$ cat src/rtl/adrv9001_enable_seq.sv
// ADRV9001 reset and channel-enable sequencer: timed transceiver reset, then
// guarded, mutually exclusive rx/tx enables per channel. Build option: ADRV9001_IRQ_LATCH_EN.

// Per-channel enable FSM
// state    | meaning
// CH_OFF   | idle, requests evaluated
// CH_RX    | rx enable driven high
// CH_TX    | tx enable driven high
// CH_GUARD | all-off hold for GUARD_CYCLES before returning to CH_OFF
module adrv9001_enable_seq_ch #(
  parameter int unsigned GUARD_CYCLES = 16
) (
  input  logic clk,
  input  logic resetn,
  input  logic force_guard,
  input  logic rx_req,
  input  logic tx_req,
  output logic rx_en,
  output logic tx_en
);

  localparam logic [15:0] GUARD_LAST = 16'(GUARD_CYCLES - 1);

  typedef enum logic [1:0] {
    CH_OFF,
    CH_RX,
    CH_TX,
    CH_GUARD
  } ch_state_t;

  ch_state_t   state, state_next;
  logic [15:0] cnt, cnt_next;
  logic        rx_only, tx_only;

  // Both requests together are a conflict and count as no request.
  assign rx_only = rx_req & ~tx_req;
  assign tx_only = tx_req & ~rx_req;

  always_comb begin
    state_next = state;
    cnt_next   = 16'd0;
    if (force_guard) begin
      state_next = CH_GUARD;
    end else begin
      case (state)
        CH_OFF: begin
          if (rx_only) begin
            state_next = CH_RX;
          end else if (tx_only) begin
            state_next = CH_TX;
          end
        end
        CH_RX: begin
          if (!rx_only) begin
            state_next = CH_GUARD;
          end
        end
        CH_TX: begin
          if (!tx_only) begin
            state_next = CH_GUARD;
          end
        end
        CH_GUARD: begin
          if (cnt == GUARD_LAST) begin
            state_next = CH_OFF;
          end else begin
            cnt_next = cnt + 16'd1;
          end
        end
        default: begin
          state_next = CH_GUARD;
        end
      endcase
    end
  end

  always_ff @(posedge clk or negedge resetn) begin
    if (!resetn) begin
      state <= CH_GUARD;
      cnt   <= 16'd0;
      rx_en <= 1'b0;
      tx_en <= 1'b0;
    end else begin
      state <= state_next;
      cnt   <= cnt_next;
      rx_en <= (state_next == CH_RX);
      tx_en <= (state_next == CH_TX);
    end
  end

endmodule

// Global reset sequencer
// state      | meaning
// RST_ASSERT | transceiver reset pin held low for RESET_CYCLES
// RST_WAIT   | reset released, waiting POST_RESET_CYCLES before enables
// RUN        | ready, channel FSMs free to run
module adrv9001_enable_seq #(
  parameter int unsigned RESET_CYCLES      = 1000,
  parameter int unsigned POST_RESET_CYCLES = 10000,
  parameter int unsigned GUARD_CYCLES      = 16
) (
  input  logic       clk,
  input  logic       resetn,
  input  logic       rst_req,
  input  logic       rx1_req,
  input  logic       tx1_req,
  input  logic       rx2_req,
  input  logic       tx2_req,
  input  logic       irq_in,
  input  logic       irq_clr,
  output logic       adrv9001_rstn,
  output logic       adrv9001_rx1,
  output logic       adrv9001_rx2,
  output logic       adrv9001_tx1,
  output logic       adrv9001_tx2,
  output logic       ready,
  output logic [1:0] req_err,
  output logic       irq_status
);

  localparam logic [15:0] RST_LAST  = 16'(RESET_CYCLES - 1);
  localparam logic [15:0] WAIT_LAST = 16'(POST_RESET_CYCLES - 1);

  typedef enum logic [1:0] {
    RST_ASSERT,
    RST_WAIT,
    RUN
  } g_state_t;

  g_state_t    g_state, g_next;
  logic [15:0] g_cnt, g_cnt_next;
  logic        force_guard;

  always_comb begin
    g_next     = g_state;
    g_cnt_next = 16'd0;
    if (rst_req) begin
      g_next = RST_ASSERT;
    end else begin
      case (g_state)
        RST_ASSERT: begin
          if (g_cnt == RST_LAST) begin
            g_next = RST_WAIT;
          end else begin
            g_cnt_next = g_cnt + 16'd1;
          end
        end
        RST_WAIT: begin
          if (g_cnt == WAIT_LAST) begin
            g_next = RUN;
          end else begin
            g_cnt_next = g_cnt + 16'd1;
          end
        end
        RUN: begin
          g_next = RUN;
        end
        default: begin
          g_next = RST_ASSERT;
        end
      endcase
    end
  end

  always_ff @(posedge clk or negedge resetn) begin
    if (!resetn) begin
      g_state       <= RST_ASSERT;
      g_cnt         <= 16'd0;
      adrv9001_rstn <= 1'b0;
      ready         <= 1'b0;
    end else begin
      g_state       <= g_next;
      g_cnt         <= g_cnt_next;
      adrv9001_rstn <= (g_next != RST_ASSERT);
      ready         <= (g_next == RUN);
    end
  end

  // Uses the current state so channels enter RUN with a fresh full guard;
  // rst_req is included so enables drop on the same edge rstn falls.
  assign force_guard = (g_state != RUN) | rst_req;

  adrv9001_enable_seq_ch #(
    .GUARD_CYCLES(GUARD_CYCLES)
  ) u_ch1 (
    .clk        (clk),
    .resetn     (resetn),
    .force_guard(force_guard),
    .rx_req     (rx1_req),
    .tx_req     (tx1_req),
    .rx_en      (adrv9001_rx1),
    .tx_en      (adrv9001_tx1)
  );

  adrv9001_enable_seq_ch #(
    .GUARD_CYCLES(GUARD_CYCLES)
  ) u_ch2 (
    .clk        (clk),
    .resetn     (resetn),
    .force_guard(force_guard),
    .rx_req     (rx2_req),
    .tx_req     (tx2_req),
    .rx_en      (adrv9001_rx2),
    .tx_en      (adrv9001_tx2)
  );

  assign req_err = {rx2_req & tx2_req, rx1_req & tx1_req};

  logic irq_s1, irq_s2;

  always_ff @(posedge clk or negedge resetn) begin
    if (!resetn) begin
      irq_s1 <= 1'b0;
      irq_s2 <= 1'b0;
    end else begin
      irq_s1 <= irq_in;
      irq_s2 <= irq_s1;
    end
  end

`ifdef ADRV9001_IRQ_LATCH_EN
  logic irq_sticky;

  // A new synchronized IRQ wins over a coincident clear.
  always_ff @(posedge clk or negedge resetn) begin
    if (!resetn) begin
      irq_sticky <= 1'b0;
    end else if (irq_s2) begin
      irq_sticky <= 1'b1;
    end else if (irq_clr) begin
      irq_sticky <= 1'b0;
    end
  end

  assign irq_status = irq_sticky;
`else
  logic unused_irq_clr;

  assign unused_irq_clr = irq_clr;
  assign irq_status     = irq_s2;
`endif

endmodule

$ cat config.mk
export PLATFORM = sky130hd
export DESIGN_NAME = adrv9001_enable_seq
export DESIGN_NICKNAME = d
export VERILOG_FILES = /design/src/rtl/adrv9001_enable_seq.sv
export SDC_FILE = /design/constraint.sdc
export NUM_CORES = 1
export LEC_CHECK = 0
export BUFFER_PORTS_ARGS = -buffer_cell sky130_fd_sc_hd__buf_2
export CORE_MARGIN = 3
export CORE_UTILIZATION = 60
export DETAILED_ROUTE_END_ITERATION = 10
export GPL_TIMING_DRIVEN = 0
export PLACE_DENSITY = 0.76
export SYNTH_ARGS = -nofsm -noshare
export SYNTH_HDL_FRONTEND = slang
export SYNTH_SLANG_ARGS = --single-unit
$ cat constraint.sdc
create_clock -name clk -period 5.3 [get_ports clk]
set_clock_uncertainty 0.2 [all_clocks]
set_input_delay 0 -clock clk [delete_from_list [all_inputs] [get_ports clk]]
set_output_delay 0 -clock clk [all_outputs]
set_load 0.05 [all_outputs]
# == Word level (Yosys, flattened, before mapping) ==
# Index checks and enable logic that the tools add are counted.
# word_totals
ff_bits,62
output_inout_bits,9
word_cells,78
# op_classes
n_addsub,3
eq_ne,18
n_mux,28
bitwise_logic,11
n_reduce_logical,4
# ops
op,count
two-way mux 16 bit,9
adder 16 x 1 -> 16 bit (second input constant),3
== test 16 x 4 -> 1 bit (second input constant),2
one-hot mux 16 bit (2 select lines),1
two-way mux 2 bit,15
== test 16 x 10 -> 1 bit (second input constant),1
== test 16 x 14 -> 1 bit (second input constant),1
== test 2 bit (second input constant),8
one-hot mux 2 bit (4 select lines),2
== test 2 x 1 -> 1 bit (second input constant),5
bitwise AND 1 bit,6
logical NOT 2 bit,3
one-hot mux 2 bit (3 select lines),1
NOT 1 bit,4
inequality test 2 bit (second input constant),1
nonzero test 2 bit,1
bitwise OR 1 bit,1

# == Logic depth before layout (Yosys ltp) ==
# depth
word_depth,7
ltp_mapped,6

# == Modules after synthesis ==
# A second synthesis with hierarchy kept.
# hier_totals
hier_cells,294
hier_area_um2,3081.7
# modules_own_cells
mod,instances,cells_per_inst,area_per_inst_um2
adrv9001_enable_seq,1,104,1102.3
adrv9001_enable_seq_ch at u_ch2,1,95,1011.0
adrv9001_enable_seq_ch at u_ch1,1,95,968.4

# == Least setup slack after synthesis ==
# OpenSTA, ideal clock, no wires.
# synth_timing
path_type,register to register
start,reg g_cnt[3]
end,reg g_cnt[10]
setup_time_ps,119
arrival_ps,1687
required_ps,4981
path_slack_ps,3294
path_stages_with_launch,6
path_buffers,1
cell_sequence,dfrtp_1 or4b_2 nor4_4 o22a_4 buf_6 nor2_1
# synth_between
elab_chain_cells,4
# synth_lines
item,line_no,text
"start, declared",132,"logic [15:0] g_cnt, g_cnt_next;"
"start signal, assigned",174,g_cnt <= g_cnt_next;
adder 16 x 1 -> 16 bit (tied with other cells),"146, 153",
"two-way mux 16 bit, on equally long branches","150, 143",
one-hot mux 16 bit (2 select lines) *,141,case (g_state)
two-way mux 16 bit *,138,if (rst_req) begin
via g_cnt_next[10],132,
# The timed path passes the listed nets; every way through them passes the cells marked *.

# == Worst setup path after layout ==
# layout_timing
start,reg u_ch1.cnt[0]
end,reg u_ch1.cnt[12]
# layout_between
elab_chain_cells,4
# layout_lines
item,line_no,text
"start, declared",32,"logic [15:0] cnt, cnt_next;"
"start signal, assigned",85,cnt <= cnt_next;
adder 16 x 1 -> 16 bit or == test 16 x 4 -> 1 bit (tied branches),"67, 64",
two-way mux 16 bit *,64,if (cnt == GUARD_LAST) begin
two-way mux 16 bit *,45,case (state)
two-way mux 16 bit *,42,if (force_guard) begin
via u_ch1.cnt_next[12],32,
# Marks and branches as above.

==> run_results.csv <==
group,metric,value,unit
run_status,status,"completed",
timing,hold_ws,0.0724,ns
worst_setup_path,critical_path_class,"flop to flop",
floorplanning,die_y,76.2,µm
clocking,cts_made_buffers,9,
yosys,syn-cell-area,2960,µm²
place,port_buffers,16,
global_route,grt_pass1_vias,2181,
timing,hold_violations,0,
worst_setup_path,cpMostUsedCell,"nand4_1",
power,leakagePower,1.33,nW
worst_hold_path,hold_path.class,"input pin to async pin",
worst_setup_path,crit_required,5.29,ns
run,maxCapViolations,0,
timing,max_clock_freq,454,MHz
timing,maxSlewHeadroom,50.1,%
drt,drc,0,
drt,dr.first_iter.drc_count,79,
clocking,clock_latency,0.33,ns
global_route,grt_max_degree,63,
cells_and_area,fillers,336,
yosys,yosysUniqueCellTypes,35,
global_route,grt_pass1_wl,9.63,mm
drt,drtAntennaViolNets,0,
cells_and_area,final_cell_mix,"dfrtp_1 (58), nor2_1 (54), xnor2_1 (28)",
place,gp_congestion,0.846,
cells_and_area,drive_above_1_share,12.1,%
drt,num_vias,2215,
worst_setup_path,crit_path_start_kind,"flop",
worst_setup_path,slowest_stage,"clkbuf_1",
drt,wl_per_cell,13.5,µm
worst_setup_path,cpPeakStageDelay,0.40,ns
timing,finalSetupViolCount,0,
yosys,synth_warnings,0,
cells_and_area,layout_commonest_cell,"dfrtp_1",
clocking,cts_tree,"built",
power,power,0.000858,W
cells_and_area,diodes,0,
floorplanning,dieArea,5800,µm²
place,dp_slack,3.09,ns
timing,rsz0062_at_grt,"false",
floorplanning,start_util,64.7,%
timing,tightest_slew,0.749,ns
worst_setup_path,crit_arrival,2.19,ns
drt,viasPerCell,5.50,
cells_and_area,fin_cells,403,
clocking,clock_path_buffers,2,
floorplanning,pin_count,18,
yosys,syn_inst,297,
clocking,cts.sinks,62,
clocking,cts-root-buf,"clkbuf_8",
floorplanning,core_area,4560,µm²
timing,slew_violations,0,
floorplanning,rows,24,
clocking,cts-htree-levels,3,
global_route,grt_usage,20.6,%
worst_setup_path,crit_fanout,10,
clocking,postCtsSetupBuffers,0,
timing,fin_crit_sh,41.5,%
power,irDropWorstVdd,0.253,mV
clocking,clkTransAtPathRegs,0.06,ns
worst_setup_path,end_kind,"flop",
yosys,ys_seq_elements,62,
global_route,overflow,0,
place,dpl.cell_count,378,
global_route,antenna_found_initial,0,
cells_and_area,area_growth,14.3,%
timing,period_minus_slack,2.20,ns
cells_and_area,finalNetCount,346,
floorplanning,die_x,76.2,µm
timing,setup-tns-final,0,ns
worst_setup_path,path_cells,"ha_1, and3_1, nand4_1, nand4_1, clkbuf_1, nor2_1",
place,hpwl,3.65,mm
power,powerDensity,254,nW/µm²
yosys,synth.net_count,309,
yosys,postSynthAreaPerCell,9.95,µm²
drt,wl,5.43,mm
timing,fin_ws,3.10,ns
yosys,synth-seq-area-share,52.7,%
drt,drtPass1Iterations,4,
## cell families (layout without fill, tap and decap cells)
group / after synthesis / in the layout / share of synthesized area [%]
AO/OA/AOI/OAI: 24 / 24 / 5.08
XOR/XNOR: 36 / 36 / 10.7
AND/OR/NAND/NOR: 155 / 155 / 27.7
adder cells (fa/ha/maj): 4 / 4 / 1.61
flip-flops: 62 / 62 / 52.7
buffers and inverters: 16 / 57 / 2.29
## routing by layer
layer / GRT usage (%) / vias to the layer above / share of wire [%]
li1: - / 1114 / -
met1: 24.9 / 1058 / 45
met3: 7.92 / 2 / 4.0
met4: 5.07 / 0 / 0.22
met2: 35.0 / 41 / 50
met5: 0 / - / 0
## worst max-delay path, delay by kind of cell (launching register included)
kind	cells	cell delay (ns)
buffers and inverters	1	0.40
DFF	1	0.37
and+or+nand+nor	4	0.86
adders and majority gates	1	0.22
## cell type report
class | count | area, µm² | share of cell area [%]
plain buffers | 4 | 22.5 | 0.667
clock buffers | 13 | 149 | 4.41
clock inverters | 2 | 10.0 | 0.296
inverters | 12 | 45.0 | 1.33
multi-input cells | 219 | 1330 | 39.4
flip-flops and latches | 62 | 1560 | 46.1
well taps | 65 | 81.3 | 2.41
repair buffers | 26 | 183 | 5.41
## flip-flops by register name, summed over array words and instances (netlist names)
register       flops
u_ch1.tx_en        1
irq_status         1
ready              1
u_ch1.cnt         16
g_cnt             16
u_ch2.state        2
u_ch1.state        2
u_ch1.rx_en        1
u_ch2.tx_en        1
irq_s1             1
adrv9001_rstn      1
g_state            2
u_ch2.rx_en        1
u_ch2.cnt         16
## path summary, 6_finish.rpt
kind / from / to / slack (ns) / depth (start not counted)
max: u_ch1.cnt[0] / u_ch1.cnt[12] / 3.10 / 6
min: resetn / u_ch2.tx_en / 0.07 / 2
max reg2reg: u_ch1.cnt[0] / u_ch1.cnt[12] / 3.10 / 6
min reg2reg: irq_s1 / irq_status / 0.15 / 0
max in group asynchronous: resetn / u_ch2.cnt[11] / 4.32 / 2
min in group clk: irq_in / irq_s1 / 0.12 / 2
## stage by stage
stage | utilization, % | instance area (µm²)
after CTS | 74.0 | 3380
after floorplan | - | 2960
after global routing | 74.0 | 3380
final | 74.0 | 3380
after detailed placement | 68.3 | 3120
after global placement | 68.3 | 3120
## cell usage after synthesis, drive strengths merged
cell type / number / share of area, %
or2: 1 / 0.21
nand4: 14 / 3.0
or4b: 2 / 0.68
nand3: 19 / 3.2
dfstp: 4 / 3.6
o22a: 1 / 0.59
xnor2: 28 / 8.3
or4: 3 / 0.89
nor2: 54 / 6.9
nor4: 19 / 5.0
inv: 12 / 1.5
a211oi: 1 / 0.25
and2: 2 / 0.42
nor2b: 1 / 0.21
nand2b: 7 / 1.5
nor4b: 1 / 0.30
o31ai: 2 / 0.51
buf: 1 / 0.38
o21ai: 6 / 1.0
a21oi: 11 / 1.9
or3: 3 / 0.64
maj3: 1 / 0.34
nor3: 10 / 1.7
a31o: 2 / 0.59
dfrtp: 58 / 49
and3: 5 / 1.1
nand2: 12 / 1.5
ha: 3 / 1.3
nand3b: 2 / 0.51
xor2: 8 / 2.4
clkbuf: 3 / 0.38
a21boi: 1 / 0.25
## power by group
group	internal [W]	leakage, nW	switching [W]
combinational	0.0000122	0.399	0.0000222
clock	0.000179	0.0833	0.000167
sequential	0.000476	0.846	0.00000166
## repair_timing
action | in CTS | in global routing
resized for setup | 0 | 0
hold endpoints to repair | 73 | 0
hold buffers | 10 | 0
(Power assumes the default switching activity.)
